===== src/rtl/copro_initiator_if.sv =====
// Core-to-coprocessor bundle: request, coprocessor drive/return and result signals.
interface copro_initiator_if;
   localparam int unsigned DATA_W = 32;
   localparam int unsigned REG_W  = 4;
   localparam int unsigned OPC_W  = 3;
   localparam int unsigned OP_W   = 2;

   // request from the core
   logic              i_req_valid;
   logic              o_req_ready;
   logic              i_req_is_mrc;
   logic [REG_W-1:0]  i_req_num;
   logic [REG_W-1:0]  i_req_crn;
   logic [REG_W-1:0]  i_req_crm;
   logic [OPC_W-1:0]  i_req_opcode1;
   logic [OPC_W-1:0]  i_req_opcode2;
   logic [REG_W-1:0]  i_req_rd;
   logic [DATA_W-1:0] i_req_wdata;

   // coprocessor side
   logic [OP_W-1:0]   o_copro_operation;
   logic [REG_W-1:0]  o_copro_num;
   logic [REG_W-1:0]  o_copro_crn;
   logic [REG_W-1:0]  o_copro_crm;
   logic [OPC_W-1:0]  o_copro_opcode1;
   logic [OPC_W-1:0]  o_copro_opcode2;
   logic [DATA_W-1:0] o_copro_write_data;
   logic [DATA_W-1:0] i_copro_read_data;

   // results back to the core
   logic              o_rdata_valid;
   logic [DATA_W-1:0] o_rdata;
   logic [REG_W-1:0]  o_rdata_rd;
   logic              o_undef;
   logic              o_busy;

   // initiator side
   modport slave (
      input  i_req_valid, i_req_is_mrc, i_req_num, i_req_crn, i_req_crm,
             i_req_opcode1, i_req_opcode2, i_req_rd, i_req_wdata, i_copro_read_data,
      output o_req_ready, o_copro_operation, o_copro_num, o_copro_crn, o_copro_crm,
             o_copro_opcode1, o_copro_opcode2, o_copro_write_data,
             o_rdata_valid, o_rdata, o_rdata_rd, o_undef, o_busy
   );

   // core / coprocessor side
   modport master (
      output i_req_valid, i_req_is_mrc, i_req_num, i_req_crn, i_req_crm,
             i_req_opcode1, i_req_opcode2, i_req_rd, i_req_wdata, i_copro_read_data,
      input  o_req_ready, o_copro_operation, o_copro_num, o_copro_crn, o_copro_crm,
             o_copro_opcode1, o_copro_opcode2, o_copro_write_data,
             o_rdata_valid, o_rdata, o_rdata_rd, o_undef, o_busy
   );
endinterface


===== src/rtl/copro_initiator.sv =====
// Issues MRC/MCR operations to coprocessor 15 and returns MRC read data to the core.
module copro_initiator (
   input  logic              i_clk,
   input  logic              i_rst_n,
   input  logic              i_fetch_stall,
   copro_initiator_if.slave  bus
);
   localparam int unsigned REG_W  = 4;
   localparam int unsigned DATA_W = 32;
   localparam logic [1:0]  OP_IDLE = 2'd0;
   localparam logic [1:0]  OP_MRC  = 2'd1;
   localparam logic [1:0]  OP_MCR  = 2'd2;
   localparam logic [REG_W-1:0] COPRO_NUM = REG_W'(15);

   typedef enum logic [1:0] {ST_IDLE, ST_ISSUE, ST_WAIT} state_t;

   state_t           state;
   logic             is_mrc_q;
   logic [REG_W-1:0] rd_q;

   // Ready only when idle and the pipeline is moving; busy whenever a transfer is in flight.
   assign bus.o_req_ready = (state == ST_IDLE) && !i_fetch_stall;
   assign bus.o_busy      = (state != ST_IDLE);

   // Transfer FSM with registered outputs; everything holds while the pipeline is stalled.
   always_ff @(posedge i_clk or negedge i_rst_n) begin
      if (!i_rst_n) begin
         state                  <= ST_IDLE;
         is_mrc_q               <= 1'b0;
         rd_q                   <= '0;
         bus.o_copro_operation  <= OP_IDLE;
         bus.o_copro_num        <= '0;
         bus.o_copro_crn        <= '0;
         bus.o_copro_crm        <= '0;
         bus.o_copro_opcode1    <= '0;
         bus.o_copro_opcode2    <= '0;
         bus.o_copro_write_data <= '0;
         bus.o_rdata_valid      <= 1'b0;
         bus.o_rdata            <= '0;
         bus.o_rdata_rd         <= '0;
         bus.o_undef            <= 1'b0;
      end else if (!i_fetch_stall) begin
         // single-cycle pulses by default
         bus.o_undef       <= 1'b0;
         bus.o_rdata_valid <= 1'b0;
         case (state)
            ST_IDLE: begin
               // in IDLE and unstalled, ready is high, so valid alone means accepted
               if (bus.i_req_valid) begin
                  if (bus.i_req_num == COPRO_NUM) begin
                     is_mrc_q               <= bus.i_req_is_mrc;
                     rd_q                   <= bus.i_req_rd;
                     bus.o_copro_num        <= bus.i_req_num;
                     bus.o_copro_crn        <= bus.i_req_crn;
                     bus.o_copro_crm        <= bus.i_req_crm;
                     bus.o_copro_opcode1    <= bus.i_req_opcode1;
                     bus.o_copro_opcode2    <= bus.i_req_opcode2;
                     bus.o_copro_write_data <= bus.i_req_is_mrc ? '0 : bus.i_req_wdata;
                     bus.o_copro_operation  <= bus.i_req_is_mrc ? OP_MRC : OP_MCR;
                     state                  <= ST_ISSUE;
                  end else begin
                     // no such coprocessor: flag undefined instruction, stay idle
                     bus.o_undef <= 1'b1;
                  end
               end
            end
            ST_ISSUE: begin
               // the operation is visible for exactly one moving cycle
               bus.o_copro_operation <= OP_IDLE;
               state                 <= is_mrc_q ? ST_WAIT : ST_IDLE;
            end
            ST_WAIT: begin
               // register selectors are still held, so the read mux is stable here
               bus.o_rdata       <= DATA_W'(bus.i_copro_read_data);
               bus.o_rdata_rd    <= rd_q;
               bus.o_rdata_valid <= 1'b1;
               state             <= ST_IDLE;
            end
            default: begin
               bus.o_copro_operation <= OP_IDLE;
               state                 <= ST_IDLE;
            end
         endcase
      end
   end
endmodule


===== src/flat_wrapper.sv =====
// flat-port wrapper written by rule: the top's interface ports become plain ports
module copro_initiator_flat 
  (i_clk, i_rst_n, i_fetch_stall, bus_i_req_valid, bus_i_req_is_mrc, bus_i_req_num, bus_i_req_crn, bus_i_req_crm, bus_i_req_opcode1, bus_i_req_opcode2, bus_i_req_rd, bus_i_req_wdata, bus_i_copro_read_data, bus_o_req_ready, bus_o_copro_operation, bus_o_copro_num, bus_o_copro_crn, bus_o_copro_crm, bus_o_copro_opcode1, bus_o_copro_opcode2, bus_o_copro_write_data, bus_o_rdata_valid, bus_o_rdata, bus_o_rdata_rd, bus_o_undef, bus_o_busy);
  copro_initiator_if bus_i ();
  input  logic i_clk;
  input  logic i_rst_n;
  input  logic i_fetch_stall;
  input wire logic [$bits(bus_i.i_req_valid)-1:0] bus_i_req_valid;
  input wire logic [$bits(bus_i.i_req_is_mrc)-1:0] bus_i_req_is_mrc;
  input wire logic [$bits(bus_i.i_req_num)-1:0] bus_i_req_num;
  input wire logic [$bits(bus_i.i_req_crn)-1:0] bus_i_req_crn;
  input wire logic [$bits(bus_i.i_req_crm)-1:0] bus_i_req_crm;
  input wire logic [$bits(bus_i.i_req_opcode1)-1:0] bus_i_req_opcode1;
  input wire logic [$bits(bus_i.i_req_opcode2)-1:0] bus_i_req_opcode2;
  input wire logic [$bits(bus_i.i_req_rd)-1:0] bus_i_req_rd;
  input wire logic [$bits(bus_i.i_req_wdata)-1:0] bus_i_req_wdata;
  input wire logic [$bits(bus_i.i_copro_read_data)-1:0] bus_i_copro_read_data;
  output wire logic [$bits(bus_i.o_req_ready)-1:0] bus_o_req_ready;
  output wire logic [$bits(bus_i.o_copro_operation)-1:0] bus_o_copro_operation;
  output wire logic [$bits(bus_i.o_copro_num)-1:0] bus_o_copro_num;
  output wire logic [$bits(bus_i.o_copro_crn)-1:0] bus_o_copro_crn;
  output wire logic [$bits(bus_i.o_copro_crm)-1:0] bus_o_copro_crm;
  output wire logic [$bits(bus_i.o_copro_opcode1)-1:0] bus_o_copro_opcode1;
  output wire logic [$bits(bus_i.o_copro_opcode2)-1:0] bus_o_copro_opcode2;
  output wire logic [$bits(bus_i.o_copro_write_data)-1:0] bus_o_copro_write_data;
  output wire logic [$bits(bus_i.o_rdata_valid)-1:0] bus_o_rdata_valid;
  output wire logic [$bits(bus_i.o_rdata)-1:0] bus_o_rdata;
  output wire logic [$bits(bus_i.o_rdata_rd)-1:0] bus_o_rdata_rd;
  output wire logic [$bits(bus_i.o_undef)-1:0] bus_o_undef;
  output wire logic [$bits(bus_i.o_busy)-1:0] bus_o_busy;
  assign bus_i.i_req_valid = bus_i_req_valid;
  assign bus_i.i_req_is_mrc = bus_i_req_is_mrc;
  assign bus_i.i_req_num = bus_i_req_num;
  assign bus_i.i_req_crn = bus_i_req_crn;
  assign bus_i.i_req_crm = bus_i_req_crm;
  assign bus_i.i_req_opcode1 = bus_i_req_opcode1;
  assign bus_i.i_req_opcode2 = bus_i_req_opcode2;
  assign bus_i.i_req_rd = bus_i_req_rd;
  assign bus_i.i_req_wdata = bus_i_req_wdata;
  assign bus_i.i_copro_read_data = bus_i_copro_read_data;
  assign bus_o_req_ready = bus_i.o_req_ready;
  assign bus_o_copro_operation = bus_i.o_copro_operation;
  assign bus_o_copro_num = bus_i.o_copro_num;
  assign bus_o_copro_crn = bus_i.o_copro_crn;
  assign bus_o_copro_crm = bus_i.o_copro_crm;
  assign bus_o_copro_opcode1 = bus_i.o_copro_opcode1;
  assign bus_o_copro_opcode2 = bus_i.o_copro_opcode2;
  assign bus_o_copro_write_data = bus_i.o_copro_write_data;
  assign bus_o_rdata_valid = bus_i.o_rdata_valid;
  assign bus_o_rdata = bus_i.o_rdata;
  assign bus_o_rdata_rd = bus_i.o_rdata_rd;
  assign bus_o_undef = bus_i.o_undef;
  assign bus_o_busy = bus_i.o_busy;
  copro_initiator u_core (.i_clk(i_clk), .i_rst_n(i_rst_n), .i_fetch_stall(i_fetch_stall), .bus(bus_i));
endmodule

===== config.mk =====
export PLATFORM = sky130hd
export DESIGN_NAME = copro_initiator_flat
export DESIGN_NICKNAME = d
export VERILOG_FILES = /design/src/rtl/copro_initiator_if.sv /design/src/rtl/copro_initiator.sv /design/src/flat_wrapper.sv
export SDC_FILE = /design/constraint.sdc
export NUM_CORES = 1
export LEC_CHECK = 0
export ABC_AREA = 1
export CAP_MARGIN = 15
export CELL_PAD_IN_SITES_DETAIL_PLACEMENT = 1
export CELL_PAD_IN_SITES_GLOBAL_PLACEMENT = 1
export CORE_MARGIN = 2
export CORE_UTILIZATION = 29
export DETAILED_ROUTE_END_ITERATION = 6
export GPL_TIMING_DRIVEN = 0
export HOLD_SLACK_MARGIN = 0.02
export MAX_ROUTING_LAYER = met4
export PLACE_DENSITY_LB_ADDON = 0.12
export SLEW_MARGIN = 20
export SYNTH_ARGS = -nofsm -noshare
export SYNTH_HDL_FRONTEND = slang
export SYNTH_SLANG_ARGS = --single-unit

===== constraint.sdc =====
create_clock -name i_clk -period 1.55 [get_ports i_clk]
set_input_delay 0.31 -clock i_clk [delete_from_list [all_inputs] [get_ports i_clk]]
set_output_delay 0.31 -clock i_clk [all_outputs]
set_load 0.03 [all_outputs]

# ---- Word-level counts from Yosys, hierarchy flattened
# Cells that the tools add are included.
dict set report op_classes {
  addsub 0
  n_mul 0
  div 0
  magnitude_cmp 0
  n_eq_ne 5
  shift 0
  mux 13
  bitwise 2
  reduce_logical 8
}
# operator n
set op_table {}
lappend op_table {{two-way mux 32 bit} 1}
lappend op_table {{two-way mux 2 bit} 6}
lappend op_table {{one-hot mux 2 bit (2 select lines)} 2}
lappend op_table {{AND reduction 4 bit} 2}
lappend op_table {{equality test 4 bit (second input constant)} 1}
lappend op_table {{two-way mux 1 bit} 4}
lappend op_table {{!= test 2 bit (second input constant)} 2}
lappend op_table {{AND reduction 3 bit} 1}
lappend op_table {{equality test 2 x 1 -> 1 bit (second input constant)} 1}
lappend op_table {{equality test 2 bit (second input constant)} 1}
lappend op_table {{zero test 2 bit} 1}
lappend op_table {{inverter 1 bit} 2}
lappend op_table {{AND reduction 2 bit} 1}
lappend op_table {{nonzero test 2 bit} 1}
lappend op_table {{logical AND 1 bit} 1}
lappend op_table {{zero test 1 bit} 1}
dict set report word_totals {
  regBits 97
  latchBits 0
  mem_bits_rw 0
  mem_bits_ro 0
  inputBits 91
  output_inout_bits 92
  word_cells 42
  memories 0
}

# ---- Logic depth before layout (Yosys ltp)
dict set report depth {
  word_depth 4
  mapped_depth 7
  ltp_nobuf 7
}

# ---- Least setup slack after synthesis
# OpenSTA, ideal clock, no wires.
dict set report synth_path {
  kind {reg2out}
  from {register u_core.state[1]}
  to {output bus_o_req_ready}
  arrival_ns 1.190
  slack_ns 0.050
  path_stages_with_launch 4
  path_buffers 0
  cell_sequence {dfrtp_1 > nor2_4 > inv_1 > nor2_1}
}
dict set report synth_between {
  elab_chain_cells 2
}
# element line_no
set synth_lines {}
lappend synth_lines {{start, declared} copro_initiator.sv:17} ;# state_t state;
lappend synth_lines {{start signal, assigned} copro_initiator.sv:70} ;# state <= is_mrc_q ? ST_WAIT : ST_IDLE;
lappend synth_lines {{zero test 2 bit} copro_initiator.sv:22} ;# assign bus.o_req_ready = (state == ST_IDLE) && !i_fetch_stall;
lappend synth_lines {{logical AND 1 bit} copro_initiator.sv:22}
lappend synth_lines {{end, declared} flat_wrapper.sv:18} ;# output wire logic [$bits(bus_i.o_req_ready)-1:0] bus_o_req_ready;
# No other way between the ends.

# ---- Worst setup path in the final report
# Same ends and word-level chain as after synthesis.

==> flow_summary.yaml <==
logic_synthesis:
  yosys_most_used_dff: "dfrtp_1"
  synth.top_cell.area_share_pct: 64.39
  synth_edf_count: 0
  synth_area_leaders: "dfrtp_1 (64%), nand2_1 (20%), o21ai_0 (5.6%)"
  synth_most_common_cell: "nand2_1"
  yosysWarnings: 0
  synth_commonest_cells: "nand2_1 (197), dfrtp_1 (97), o21ai_0 (42), inv_1 (41), buf_2 (6)"
  ys_seq_area_share_pct: 64.39
  netlist_area_mm2: 0.003770
  async_reset_ff_share_pct: 100.0
  synth_seq_cells: 97
  yosys.area.top_type: "dfrtp_1"
  synth_fp_nets: 503
  syn_area_per_cell_um2: 9.150
  synthCells: 412
  synth.distinct_cells: 16
sta:
  tightestPinTransition_ns: 0.4825
  finClkSkew_ns: 0.007660
  slew_headroom_pct: 67.84
  min_period_ns: 1.475
  rsz0062_at_grt: "false"
  setup_viol: 0
  whs_ns: 0.3793
  hold_viol_final: 0
  postLayoutSetupSlackWorst_ns: 0.07457
  slew_violations: 0
  period_share_pct: 95.19
  fmax_ghz: 0.6778
drt:
  via_count: 3416
  routedWlPerCell_um: 14.31
  firstDrtPassIters: 4
  wirelength_um: 11250
  ant_nets: 0
  drt_iter0_drc: 115
  avgViaCountPerCell: 4.346
  drc_errors: 0
min_path:
  hold_path_class: "input pin to flop"
  hold_start: "i_fetch_stall"
  holdPathStages: 3
  worst_hold_path.endpoint: "u_core.bus.o_rdata_valid"
grt:
  grt_pass1_wl_um: 18980
  grt_overflow: 0
  grt_usage_pct: 17.64
  antenna_found_initial: 0
  grt_max_degree: 50
  grt_pass1_vias: 3781
worst_setup_path:
  endpoint_kind: "primary output"
  crit_chain: "nor2_4, inv_2, nor2_2, buf_4"
  path_max_fanout: 3
  crit_required_ns: 1.24
  cp_slowest_cell: "dfrtp_2"
  worst-r2r-cell-count: 7
  arrival_ns: 1.17
  crit_type: "flop to primary output"
  critPathLaunchType: "flop"
  max_stage_delay_ns: 0.42
  r2r_slack_ns: 0.16
  r2r-start: "u_core.state[1]"
  r2r-end: "u_core.bus.o_copro_crm[2]"
power_and_ir_drop:
  power_switching_mw: 4.084
  p_seq_share_pct: 36.3
  power_mw: 10.37
  power_density_mw_per_mm2: 1706
  combPwrFrac_pct: 40.3
  p_int_mw: 6.291
  ir_drop_mv: 0.4459
  power.share.clock_pct: 23.5
  cellLeakagePower_nw: 3.362
  p_sw_share_pct: 39.36
cts:
  clockRootBuffer: "clkbuf_16"
  clkTransAtPathRegs_ns: 0.06
  htree_num_levels: 3
  cts_sinks: 97
  cts_tree: "done"
  cts_max_path_buffers: 2
  insertion_delay_ns: 0.34
  numCtsBuffers: 9
floorplan:
  fp.coreArea_mm2: 0.01267
  ios: 183
  die_area_mm2: 0.01393
  die_width_um: 118.0
  initial_core_util_pct: 29.75
  row_count: 41
  die_height_um: 118.0
layout:
  utilization_pct: 47.98
  syn_to_final_growth_pct: 61.27
  diodes: 0
  fill_cells: 1516
  drive_gt1_share_pct: 8.469
  fin_nets: 700
outcome:
  status: "finished clean"
placement:
  io_buffer_count: 182
  pre_cts_ws_ns: -0.4881
  gp_congestion: 0.7315
  hpwl_um: 8475
flow_run:
  cap_violations: 0
[power by group through the flow]
| stage | combinational [mW] | clock, mW | sequential (mW) |
|---|---|---|---|
| 4_1_cts | 4.22 | 2.51 | 3.78 |
| 2_1_floorplan | 0.935 | 0 | 5.34 |
| 3_3_place_gp | 4.60 | 0 | 3.81 |
| 3_5_place_dp | 4.71 | 0 | 3.85 |
| 5_1_grt | 4.50 | 2.60 | 3.87 |
| 6_report | 4.18 | 2.44 | 3.76 |
[how the worst max path moves through the flow]
stage          cells past startpoint             from                                end
5_1_grt                            4  u_core.state[1]                    bus_o_req_ready
3_3_place_gp                       1          i_rst_n  u_core.bus.o_copro_write_data[23]
6_report                           4  u_core.state[1]                    bus_o_req_ready
3_5_place_dp                       3    i_fetch_stall                    bus_o_req_ready
2_1_floorplan                      3  u_core.state[1]                    bus_o_req_ready
4_1_cts                            4  u_core.state[0]                    bus_o_req_ready
[cell families after synthesis]
group,count (synthesis),synth area share [%]
AOI/OAI and AO/OA,42,5.576
buffers and inverters,61,7.567
DFF,97,64.39
and+or+nand+nor,212,22.47
[critical path: cells and delay by family, from the launching register on]
family	cells	cell delay, ns
simple gates	2	0.19
buf+inv	2	0.22
flops	1	0.42
[area by class of cell]
cell class / instances / area, um^2 / area share, %
well taps: 172 / 215.2 / 3.540
multi-input cells: 254 / 1065 / 17.51
clock buffers: 14 / 264.0 / 4.342
flip-flops and latches: 97 / 2429 / 39.95
repair buffers: 186 / 1758 / 28.92
clock inverters: 2 / 60.06 / 0.9879
inverters: 44 / 165.2 / 2.717
plain buffers: 17 / 123.9 / 2.037
[routing by layer]
metal	track usage [%]	routed length (um)	vias up
met5	-	0	-
met4	7.530	267	0
met3	4.700	741	19
met2	28.85	5443	126
met1	20.52	4792	1638
li1	-	-	1633
[through the flow]
step	cells	instance area [um^2]	TNS (ns)
finish	786	6080	0
global route	786	6080	0
CTS	785	6062	-0.01549
floorplan	412	3770	0
global placement	766	5807	-387.75
detailed placement	767	5836	-29.08
[registers in the layout, summed over array words and instances (netlist names)]
| register | flops |
|---|---|
| u_core.bus.o_copro_opcode1 | 3 |
| u_core.bus.o_rdata_rd | 4 |
| u_core.bus.o_undef | 1 |
| u_core.is_mrc_q | 1 |
| u_core.bus.o_copro_crn | 4 |
| u_core.bus.o_rdata | 32 |
| u_core.rd_q | 4 |
| u_core.bus.o_copro_num | 4 |
| u_core.bus.o_copro_operation | 2 |
| u_core.state | 2 |
| u_core.bus.o_copro_crm | 4 |
| u_core.bus.o_copro_opcode2 | 3 |
| u_core.bus.o_rdata_valid | 1 |
| u_core.bus.o_copro_write_data | 32 |
[cell usage in the layout, fill, tap and decap left out, drive strengths merged]
master / synthesis / final
clkdlybuf4s50: 0 / 88
dlygate4sd3: 0 / 1
inv: 44 / 44
dlygate4sd2: 0 / 90
dfrtp: 97 / 97
nor2: 6 / 6
bufinv: 0 / 2
clkbuf: 3 / 17
o21ai: 42 / 42
or2: 4 / 4
nand2: 197 / 197
nor3: 1 / 1
dlymetal6s2s: 0 / 1
buf: 14 / 20
nand3: 4 / 4
[what timing repair did]
action | CTS | global route
buffers inserted | 1 | 1
hold endpoints to repair | 48 | 0
endpoints found under the setup margin | 102 | 51
pin swaps | 1 | 1
resized for setup | 106 | 3
hold buffers | 1 | 0
No activity file was read; power rests on OpenSTA's default activity.
